[config.mk]
export PLATFORM = sky130hd
export DESIGN_NAME = serial_rx_shift
export DESIGN_NICKNAME = d
export VERILOG_FILES = /design/src/rtl/serial_rx_pkg.sv /design/src/rtl/rx_sipo_reg.sv /design/src/rtl/serial_rx_shift.sv
export SDC_FILE = /design/constraint.sdc
export NUM_CORES = 1
export LEC_CHECK = 0
export ABC_AREA = 1
export CELL_PAD_IN_SITES_DETAIL_PLACEMENT = 1
export CELL_PAD_IN_SITES_GLOBAL_PLACEMENT = 1
export CORE_MARGIN = 5
export CORE_UTILIZATION = 30
export CTS_CLUSTER_DIAMETER = 120
export DETAILED_ROUTE_END_ITERATION = 12
export PLACE_DENSITY_LB_ADDON = 0.1
export SETUP_SLACK_MARGIN = 0.1
export SLEW_MARGIN = 10
export SYNTH_ARGS = -nofsm -noshare
export SYNTH_HDL_FRONTEND = slang
export SYNTH_HIERARCHICAL = 1
export SYNTH_SLANG_ARGS = --single-unit
[constraint.sdc]
create_clock -name clk -period 1 [get_ports clk]
set_input_delay 0.2 -clock clk [delete_from_list [all_inputs] [get_ports clk]]
set_output_delay 0.2 -clock clk [all_outputs]
set_load 0.03 [all_outputs]
[src/rtl/serial_rx_pkg.sv]
// Shared definitions for the serial frame receiver.
// Optional build macro: SERIAL_RX_PARITY_EN (PARITY state becomes reachable).
package serial_rx_pkg;

  typedef enum logic [1:0] {
    IDLE   = 2'b00,
    DATA   = 2'b01,
    PARITY = 2'b10,
    STOP   = 2'b11
  } rx_state_e;

  localparam logic START_BIT = 1'b0;
  localparam logic STOP_BIT  = 1'b1;

endpackage

[src/rtl/rx_sipo_reg.sv]
// Serial-in / parallel-out register: shifts right, serial input enters at the MSB.
module rx_sipo_reg #(
  parameter int WIDTH = 4
) (
  input  logic             clk,
  input  logic             reset,
  input  logic             en,
  input  logic             sin,
  output logic [WIDTH-1:0] q
);

  // Shift one bit in from the top on each enabled cycle.
  always_ff @(posedge clk) begin
    if (reset) begin
      q <= '0;
    end else if (en) begin
      q <= {sin, q[WIDTH-1:1]};
    end
  end

endmodule

[src/rtl/serial_rx_shift.sv]
// Serial-to-parallel frame receiver: start(0), WIDTH data bits LSB-first,
// [even parity], stop(1). Bits sampled only on tick. Word delivered via dvalid/dready.
// Optional build macro: SERIAL_RX_PARITY_EN adds the parity bit and parity_err output.
module serial_rx_shift
  import serial_rx_pkg::*;
#(
  parameter int WIDTH = 4
) (
  input  logic             clk,
  input  logic             reset,
  input  logic             tick,
  input  logic             sdi,
  output logic [WIDTH-1:0] dout,
  output logic             dvalid,
  input  logic             dready,
  output logic             frame_err,
`ifdef SERIAL_RX_PARITY_EN
  output logic             parity_err,
`endif
  output logic             overrun
);

  localparam int CW = $clog2(WIDTH);
  localparam logic [CW-1:0] LAST = CW'(WIDTH - 1);

  rx_state_e        state_q, state_d;
  logic [CW-1:0]    cnt_q, cnt_d;
  logic [WIDTH-1:0] shreg;
  logic             shift_en;
  logic             word_done;
  logic             frame_bad;
  logic             hs;
`ifdef SERIAL_RX_PARITY_EN
  logic             par_bad_q, par_bad_d;
  logic             parity_bad;
`endif

  rx_sipo_reg #(.WIDTH(WIDTH)) u_sipo (
    .clk   (clk),
    .reset (reset),
    .en    (shift_en),
    .sin   (sdi),
    .q     (shreg)
  );

  assign hs = dvalid & dready;

  // State, bit counter and latched parity verdict.
  always_ff @(posedge clk) begin
    if (reset) begin
      state_q   <= IDLE;
      cnt_q     <= '0;
`ifdef SERIAL_RX_PARITY_EN
      par_bad_q <= 1'b0;
`endif
    end else begin
      state_q   <= state_d;
      cnt_q     <= cnt_d;
`ifdef SERIAL_RX_PARITY_EN
      par_bad_q <= par_bad_d;
`endif
    end
  end

  // Next-state logic; every transition is gated by tick.
  always_comb begin
    state_d    = state_q;
    cnt_d      = cnt_q;
    shift_en   = 1'b0;
    word_done  = 1'b0;
    frame_bad  = 1'b0;
`ifdef SERIAL_RX_PARITY_EN
    par_bad_d  = par_bad_q;
    parity_bad = 1'b0;
`endif
    if (tick) begin
      unique case (state_q)
        IDLE: begin
          if (sdi == START_BIT) begin
            state_d = DATA;
            cnt_d   = '0;
          end
        end
        DATA: begin
          shift_en = 1'b1;
          if (cnt_q == LAST) begin
            cnt_d   = '0;
`ifdef SERIAL_RX_PARITY_EN
            state_d = PARITY;
`else
            state_d = STOP;
`endif
          end else begin
            cnt_d = cnt_q + CW'(1);
          end
        end
`ifdef SERIAL_RX_PARITY_EN
        PARITY: begin
          par_bad_d = (sdi != (^shreg));
          state_d   = STOP;
        end
`endif
        STOP: begin
          state_d = IDLE;
          if (sdi != STOP_BIT) begin
            frame_bad = 1'b1;
`ifdef SERIAL_RX_PARITY_EN
          end else if (par_bad_q) begin
            parity_bad = 1'b1;
`endif
          end else begin
            word_done = 1'b1;
          end
        end
        default: state_d = IDLE;
      endcase
    end
  end

  // Output word, handshake and error flags.
  always_ff @(posedge clk) begin
    if (reset) begin
      dout       <= '0;
      dvalid     <= 1'b0;
      frame_err  <= 1'b0;
      overrun    <= 1'b0;
`ifdef SERIAL_RX_PARITY_EN
      parity_err <= 1'b0;
`endif
    end else begin
      frame_err  <= frame_bad;
`ifdef SERIAL_RX_PARITY_EN
      parity_err <= parity_bad;
`endif
      if (word_done) begin
        // A word landing on a handshake cycle replaces the accepted one.
        if (dvalid && !dready) begin
          overrun <= 1'b1;
        end else begin
          dout   <= shreg;
          dvalid <= 1'b1;
          if (hs) overrun <= 1'b0;
        end
      end else if (hs) begin
        dvalid  <= 1'b0;
        overrun <= 1'b0;
      end
    end
  end

endmodule

==> impl_metrics.env <==
export IMPL_via_per_inst=4.51
export IMPL_timing_final_crit_share=0.992
export IMPL_nets=141
export IMPL_cts_tree="built"
export IMPL_cpMaxStageDelayCell="dfxtp_2"
export IMPL_ys_types=19
export IMPL_final_min_clock_period_ns=0.992
export IMPL_clkTransAtPathRegs_ns=0.10
export IMPL_synth_edf_count=0
export IMPL_cp_end_kind="output port"
export IMPL_synth_most_common_cell="nand2_1"
export IMPL_gr_usage_all_layers=0.130
export IMPL_first_pass_iters=2
export IMPL_drc=0
export IMPL_die_w_um=59.1
export IMPL_dpl_worst_slack_ns=-0.483
export IMPL_hp_start="sdi"
export IMPL_ys_seq_elements=15
export IMPL_r2r_start="state_q[0]$_SDFFE_PP0P_"
export IMPL_clock_sinks=15
export IMPL_n_antenna_cell=0
export IMPL_ir_drop_mv=0.474
export IMPL_setup_viol=0
export IMPL_wl_um=2030
export IMPL_relSlewSlack=0.832
export IMPL_grt_setup_unrepaired="yes"
export IMPL_clkPwrFrac=0.317
export IMPL_maxCapViolCount=0
export IMPL_wl_per_cell_um=12.5
export IMPL_final_antenna_net_count=0
export IMPL_drive_gt1_frac=0.478
export IMPL_cts_max_level=1
export IMPL_synthCells=105
export IMPL_finClkSkew_ns=0.000550
export IMPL_hold_violations=0
export IMPL_finalMaxSlewViolations=0
export IMPL_leakage_uw=0.000492
export IMPL_start_util=0.320
export IMPL_antenna_found_initial=0
export IMPL_reg2regPathDepth=5
export IMPL_insertion_delay_ns=0.29
export IMPL_critPathBufInv=1
export IMPL_cellPowerDensity_nw_per_um2=1030
export IMPL_status="completed"
export IMPL_hold_path_endpoint="dvalid$_SDFFE_PP0P_"
export IMPL_p_sw_uw=322
export IMPL_grt_first_pass_wirelength_um=3450
export IMPL_routabilityCongestion=0.845
export IMPL_crit_required_ns=0.80
export IMPL_combPwrFrac=0.153
export IMPL_synth_area_leaders="dfxtp_1 42%, nand2_1 12%, nor2_1 11%, inv_1 7.3%, nand4_1 5.2%"
export IMPL_worstPathMaxFanout=3
export IMPL_start_kind="register"
export IMPL_async_flop_share=0
export IMPL_synth_top_area_share=0.416
export IMPL_drt_iter0_markers=6
export IMPL_min_delay_path_depth=3
export IMPL_num_rows=17
export IMPL_vias=731
export IMPL_yosys_warnings=6
export IMPL_io_buffers=11
export IMPL_max_freq_mhz=1010
export IMPL_grt_pass1_vias=765
export IMPL_ys_seq_area_frac=0.416
export IMPL_setup_tns_ns=0
export IMPL_slowest_delay_ns=0.37
export IMPL_timing_rr_end="cnt_q[0]$_SDFFE_PP0P_"
export IMPL_coreArea_um2=2250
export IMPL_tightest_slew_ns=0.253
export IMPL_pwr_share_seq=0.530
export IMPL_hp_class="in -> reg"
export IMPL_gr_total_overflow=0
export IMPL_nFillCells=289
export IMPL_yosys_area_top_type="dfxtp_1"
export IMPL_grt_max_degree=9
export IMPL_synth_area_um2=722
export IMPL_fin_area_um2=1130
export IMPL_syn2layout_area_growth_pct=56.8
export IMPL_worst_slack_ns=0.00764
export IMPL_cts_max_path_buffers=2
export IMPL_place_area_um2=886
export IMPL_cts_buffers=3
export IMPL_die_area_um2=3490
export IMPL_syn_avg_cell_area_um2=6.88
export IMPL_critPathKind="reg -> out"
export IMPL_crit_start="dvalid$_SDFFE_PP0P_"
export IMPL_clockRootBuffer="clkbuf_4"
export IMPL_die_y_um=59.1
export IMPL_syn_nets=111
export IMPL_p_sw_frac=0.275
export IMPL_synth_commonest_cells="23 x nand2_1, 21 x nor2_1, 15 x dfxtp_1"
export IMPL_ys_flop_type="dfxtp_1"
export IMPL_dpl_hpwl_um=1340
export IMPL_ios=12
export IMPL_critPathTopFamily="flip-flops"
export IMPL_r2r_slack_ns=0.03
export IMPL_path_cells="buf_6"
export IMPL_internal_power_uw=848
export IMPL_crit_arrival_ns=0.79
[metrics by stage]
stage,hold WS (ns),power (µW),utilization,cells
finish,0.461,1170,0.502,162
global route,0.450,1240,0.502,162
CTS,0.441,1170,0.482,159
detailed placement,0.467,769,0.393,147
global placement,0.453,766,0.393,147
floorplan,0.262,722,-,105
[cells by family after synthesis]
kind of cell,Yosys count,synth area share
flip-flops,15,0.416
buffers and inverters,22,0.140
AO/OA/AOI/OAI,6,0.0416
AND/OR/NAND/NOR,61,0.385
adder cells (fa/ha/maj),1,0.0173
[per-layer routing]
| metal | global-route usage | wire length [µm] | up-vias | part of all wire |
|---|---|---|---|---|
| met5 | 0 | 0 | - | 0 |
| met4 | 0.0680 | 42 | 0 | 0.021 |
| met3 | 0.0283 | 74 | 5 | 0.036 |
| met2 | 0.222 | 986 | 11 | 0.49 |
| met1 | 0.151 | 925 | 334 | 0.46 |
| li1 | - | - | 381 | - |
[registers in the layout (all words and copies together), names as in the netlist]
| name | flops |
|---|---|
| dvalid | 1 |
| cnt_q | 2 |
| overrun | 1 |
| frame_err | 1 |
| dout | 4 |
| u_sipo/q | 4 |
| state_q | 2 |
[final cells by class]
cell class | count | area, µm² | area share
clock buffers | 4 | 26.3 | 0.0232
inverters | 18 | 76.3 | 0.0674
multi-input cells | 68 | 393 | 0.347
flip-flops and latches | 15 | 319 | 0.282
well taps | 28 | 35.0 | 0.0309
repair buffers | 29 | 283 | 0.250
[cell usage in the layout, fill, tap and decap left out, drive strengths merged, types with 2 or more instances in the layout]
cell type	instances
dlygate4sd2	2
buf	25
nor2	25
nand2	24
nand3	3
a21oi	5
clkbuf	4
nand4	7
dfxtp	15
inv	17
clkdlybuf4s50	2
[what timing repair did]
item / in CTS / in global routing
endpoints found under the setup margin: 21 / 20
pin swaps: 15 / 8
hold buffers: 0 / 0
buffers inserted: 8 / 3
resized for setup: 35 / 8
[how the worst max path moves through the flow]
stage | end | slack (ns) | cells after the start
2_1_floorplan | u_sipo/q[1]$_SDFFE_PP0P_ | 0.06 | 7
3_3_place_gp | u_sipo/q[1]$_SDFFE_PP0P_ | -0.46 | 6
3_5_place_dp | u_sipo/q[1]$_SDFFE_PP0P_ | -0.48 | 6
4_1_cts | dvalid | -0.002 | 1
5_1_grt | cnt_q[0]$_SDFFE_PP0P_ | -0.05 | 5
6_report | dvalid | 0.008 | 1
[power by group through the flow]
stage	Clock, µW	Combinational, µW	Sequential (µW)
after floorplan	0	91.9	630
after detailed placement	0	132	637
final	371	179	620
after CTS	388	162	621
after global routing	419	199	622
after global placement	0	130	637
Power figures use the tool's default switching activity.
==> variant 1 (same flow settings) <==
Build with the macro `SERIAL_RX_PARITY_EN` defined.
--- a/src/rtl/serial_rx_shift.sv
+++ b/src/rtl/serial_rx_shift.sv
@@ -1,6 +1,8 @@
 // Serial-to-parallel frame receiver: start(0), WIDTH data bits LSB-first,
 // [even parity], stop(1). Bits sampled only on tick. Word delivered via dvalid/dready.
 // Optional build macro: SERIAL_RX_PARITY_EN adds the parity bit and parity_err output.
+`define SERIAL_RX_PARITY_EN
+
 module serial_rx_shift
   import serial_rx_pkg::*;
 #(
Behaviour (old outputs only; new: parity_err): not the same (a bounded check fails within 10 cycles, from zero or initial values and one cycle with reset high).
==> variant 1 against the unedited design <==
The flow now finishes with violations (setup timing); global-route usage is 0.51 points lower; via count is 17% higher; routed wire length is 18% higher; cell area is 28% higher; sequential cell count is 2 higher; synthesized cell count is 5.7% higher; worst hold slack better by 0.043 ns; area after synthesis is 15% higher; first-iteration DRC count grew to 3.0 times the old value; setup slack worse by 0.18 ns; sequential share of layout area is 3.5 points lower; critical endpoint is now state_q[0]; highest routed layer unchanged.
Power is not compared: it rests on default switching activity, and its combinational part moved more than twofold at a synthesized area within 25%.
==> variant 1: results (changes against the unedited design) <==
metric;value;unit;change
Hold WC Path Type;reg -> reg;;
failing checks;setup timing;;
largest net degree at the start of global routing;11;;+2
met1 WL;1117;um;+21%
met1 Use GR;0.1632;;+0.01270
fin nets;164;;+16%
first-pass GRT wire length;3933;um;+14%
DR pass1 iterations;4;;+2
Resized Gates After CTS;32;;-8.6%
R2R Path Start;state_q[0];;
Fill cells;331;;+15%
r2r setup slk;-0.17;ns;-0.20 ns
Post-synth top cells;nand2_1, dfxtp_1, inv_1;;
met2 Use GR;0.1904;;-0.03198
Top Metal Used;met4;;
hold_sp;cnt_q[1];;
Final HPWL DP;1694;um;+26%
vias in the first global route;868;;+13%
Worst path max stage delay;0.40;ns;+0.03 ns
Num CTS Buffers;3;;unchanged
post-CTS setup buffers;1;;-7
Ys Warns;6;;unchanged
initial DRC count;18;;+12
run status;finished, violations left;;
initial antenna violation count;0;;unchanged
hold slack;0.5040;ns;+0.04317 ns
share of layout cells above drive strength 1;0.5894;;+0.1118
CP Max Fanout;4;;+1
Hold Path End;cnt_q[1];;
DR WL met2;1150;um;+17%
worst skew pair latency;0.30;ns;
Main synth FF type;dfxtp_1;;
GP Congestion;0.8230;;-2.6%
Mapped Nets;123;;+11%
CP Data Arrival Time;1.37;ns;+0.58 ns
Tightest Pin Transition;0.3345;ns;+0.08185 ns
Register-to-Register Path Depth;5;;unchanged
Slowest-stage cell, CP;dfxtp_4;;
static leakage;0.6106;nW;
GRT met3 Usage;0.02878;;+0.0004545
hold path depth;2;;-1
post-synthesis async set-or-reset flop share;0;;unchanged
RR Endpoint;state_q[0];;
Setup-failing EPs final;15;;+15
switching share of power;0.3327;;
post-synthesis sequential area ratio;0.4103;;-0.005688
Synth cell types;18;;-1
Buffers on Ports;12;;+1
Core Area;2710;sq um;+20%
total track usage;0.1250;;-0.005103
n_diodes;0;;unchanged
Final WS setup;-0.1745;ns;-0.1822 ns
worst clock skew;0.003885;ns;+0.003334 ns
vias after detailed routing;853;;+17%
final WL;2386;um;+18%
met3 WL;72;um;-2.7%
synth top area cells;dfxtp_1, nand2_1, ha_1;;
[variant 1: cell count changes in the layout (fill, tap and decap cells not counted), sizes merged, moves of 3 or more]
cell	change
nor2	-11
buf	+9
ha	+6
nand3	+6
nand4	-6
a21oi	+4
o21ai	+3
[variant 1: kinds of logic after synthesis]
logic type / share of synthesized area
AOI/OAI and AO/OA: 0.1116
buffers and inverters: 0.09652
adders and majority gates: 0.1056
xor gates and xnor gates: 0.01056
DFF: 0.4103
and+or+nand+nor: 0.2654
[variant 1: through the flow]
step                instance area (sq um)  instances  setup TNS [ns]   power, W  setup slack, ns
floorplan                           870.8        111         -0.5592  0.0009772         -0.07561
global placement                     1129        170          -5.627   0.001121          -0.4101
detailed placement                   1129        170          -6.013   0.001137          -0.4418
CTS                                  1260        175          -2.240   0.001600          -0.1758
global route                         1450        182          -2.597   0.001772          -0.2223
finish                               1450        182          -1.436   0.001665          -0.1745
[variant 1: cell type report]
cell class,count,area [sq um],area share
multi-input cells,75,610.6,0.4211
flip-flops and latches,17,357.8,0.2468
repair buffers,38,334.1,0.2304
inverters,17,81.33,0.05608
well taps,31,38.79,0.02675
clock buffers,3,22.52,0.01553
clock inverters,1,5.005,0.003451
[variant 1: how the worst max path moves through the flow]
stage                  end  cells past startpoint  startpoint
5_1_grt         state_q[0]                      6  state_q[1]
2_1_floorplan     cnt_q[0]                      7  state_q[0]
4_1_cts        u_sipo/q[1]                      7  state_q[1]
6_report        state_q[0]                      5  state_q[0]
3_5_place_dp     par_bad_q                      7         sdi
3_3_place_gp     par_bad_q                      7         sdi
[variant 1: critical path: cells and delay by family, from the launching register on]
kind | cells | cell delay, ns
AOI/OAI and AO/OA | 1 | 0.24
adders and majority gates | 1 | 0.16
buffers and inverters | 1 | 0.13
DFF | 1 | 0.40
and+or+nand+nor | 2 | 0.14
==> variant 2 (same settings) <==
Made on the original files. Make the reset (`reset`) asynchronous in 3 clocked blocks.
--- a/src/rtl/rx_sipo_reg.sv
+++ b/src/rtl/rx_sipo_reg.sv
@@ -10,7 +10,7 @@
 );
 
   // Shift one bit in from the top on each enabled cycle.
-  always_ff @(posedge clk) begin
+  always_ff @(posedge clk or posedge reset) begin
     if (reset) begin
       q <= '0;
     end else if (en) begin
--- a/src/rtl/serial_rx_shift.sv
+++ b/src/rtl/serial_rx_shift.sv
@@ -46,7 +46,7 @@
   assign hs = dvalid & dready;
 
   // State, bit counter and latched parity verdict.
-  always_ff @(posedge clk) begin
+  always_ff @(posedge clk or posedge reset) begin
     if (reset) begin
       state_q   <= IDLE;
       cnt_q     <= '0;
@@ -118,7 +118,7 @@
   end
 
   // Output word, handshake and error flags.
-  always_ff @(posedge clk) begin
+  always_ff @(posedge clk or posedge reset) begin
     if (reset) begin
       dout       <= '0;
       dvalid     <= 1'b0;
Behaviour: differs if reset is asserted again (counterexample within 10 cycles, from zero or initial values and one cycle with reset high); with reset held inactive, the same outputs for 10 cycles.
==> variant 2 against the unedited design <==
The run now ends with setup timing left; fmax down 5.0%; cell area down 8.5%; area after synthesis down 7.8%; sequential share of layout area up 8.3 points; routed wire length down 23%; setup slack worse by 0.052 ns; critical path depth unchanged; via count down 19%; register-to-register slack worse by 0.06 ns; die area down 6.5%; global-route usage down 2.3 points; sequential cell count unchanged.
Power is not compared: it rests on default switching activity, and its combinational part moved more than twofold at a synthesized area within 25%.
==> variant 2: results (changes against the unedited design) <==
metric;value;unit;change
Final HPWL DP;1161;um;-14%
static leakage;0.5502;nW;
registers with the most flip-flops;dout x4, u_sipo/q x4;;
vias after detailed routing;595;;-19%
Mapped Nets;85;;-23%
Buffers on Ports;11;;unchanged
share of layout cells above drive strength 1;0.4495;;-0.02807
IR drop worst, VDD;0.001179;V;
r2r setup slk;-0.03;ns;-0.06 ns
CP top delay family;flip-flops;;
failing checks;setup timing;;
dpl ws;-0.3656;ns;+0.1173 ns
final WL;1554;um;-23%
DP Area;854.6;sq um;-3.5%
Ys Warns;6;;unchanged
Main synth FF type;dfrtp_1;;
max_slew headroom;0.7970;;-0.03463
worst skew pair latency;0.27;ns;-0.02 ns
Slowest-stage cell, CP;dfrtp_2;;
Worst path max stage delay;0.43;ns;+0.06 ns
Hold WC Path Type;in -> async;;
CP Max Fanout;2;;-1
initial DRC count;7;;+1
Clock transition at path regs;0.09;ns;
Synth cell types;13;;-6
worst clock skew;0.001506;ns;+0.0009554 ns
fin nets;116;;-18%
n_diodes;0;;unchanged
Post-synth top cells;nand2_1, dfrtp_1, inv_1;;
post-synthesis sequential area ratio;0.5639;;+0.1480
EDFF count, synth;0;;unchanged
post-synthesis async set-or-reset flop share;1.000;;+1.000
first-pass GRT wire length;2725;um;-21%
total track usage;0.1066;;-0.02346
switching share of power;0.3894;;
deepest clock path buffer count;2;;unchanged
CP Data Arrival Time;0.84;ns;+0.05 ns
Setup-failing EPs final;14;;+14
vias in the first global route;673;;-12%
largest net degree at the start of global routing;12;;+3
htree depth;1;;unchanged
Final WS setup;-0.04474;ns;-0.05238 ns
DR pass1 iterations;4;;+2
max-cap viol count;0;;unchanged
GP Congestion;0.7135;;-16%
run status;finished, violations left;;
Num CTS Buffers;3;;unchanged
synth top area cells;dfrtp_1, nand2_1, nand3_1;;
initial antenna violation count;0;;unchanged
Fill cells;262;;-9.3%
CTS root buf;clkbuf_4;;
variant 2: worst paths after layout:
path                             from          end  depth (start not counted)
hold reg to reg              cnt_q[1]     cnt_q[1]                          2
max in group asynchronous       reset       dvalid                          3
setup / recovery               dvalid       dvalid                          1
hold / removal                  reset  u_sipo/q[3]                          2
setup reg to reg           state_q[0]  u_sipo/q[2]                          7
min in group clk                 tick   state_q[1]                          2
variant 2: layer usage:
metal  track usage  up-vias  share of wire
met4       0.03974        0          0.018
met5             0        -              0
li1              -      304              -
met1        0.1128      277           0.41
met3       0.02262        4          0.042
met2        0.2039       10           0.53
variant 2: what timing repair did:
| action | 4_1_cts | 5_1_grt |
|---|---|---|
| pin swaps | 6 | 4 |
| endpoints found under the setup margin | 21 | 22 |
| endpoints found under the hold margin | 0 | 0 |
| hold buffers | 0 | 0 |
| gates resized for setup | 15 | 10 |
| buffers inserted | 7 | 2 |
| gates cloned | 0 | 0 |
variant 2: cells by family after synthesis:
group	count (synthesis)	synth area share
fa+ha+maj	1	0.01879
flops	15	0.5639
compound gates	3	0.02820
buf+inv	10	0.05640
simple gates	50	0.3327
variant 2: layout make-up:
| type | count | share of cell area |
|---|---|---|
| flip-flops and latches | 15 | 0.3647 |
| multi-input cells | 54 | 0.2886 |
| repair buffers | 26 | 0.2452 |
| inverters | 10 | 0.04106 |
| well taps | 28 | 0.03382 |
| clock buffers | 3 | 0.02174 |
| clock inverters | 1 | 0.004831 |
variant 2: through the flow:
step                      instances  hold slack, ns    util  setup TNS [ns]
after global routing            137          0.1589  0.4775          -1.115
final                           137          0.1271  0.4775         -0.2619
after CTS                       135          0.1312  0.4562         -0.3376
after detailed placement        124          0.4384  0.3939          -4.625
after global placement          124          0.4299  0.3939          -4.288
after floorplan                  79        -0.03392       -               0
variant 2: power groups by stage:
stage / sequential (W) / combinational [W] / clock [W]
CTS: 0.00100 / 0.00116 / 0.000356
global route: 0.00105 / 0.00136 / 0.000390
detailed placement: 0.00100 / 0.000937 / 0
finish: 0.00101 / 0.00125 / 0.000338
floorplan: 0.00114 / 0.000432 / 0
global placement: 0.000998 / 0.000911 / 0
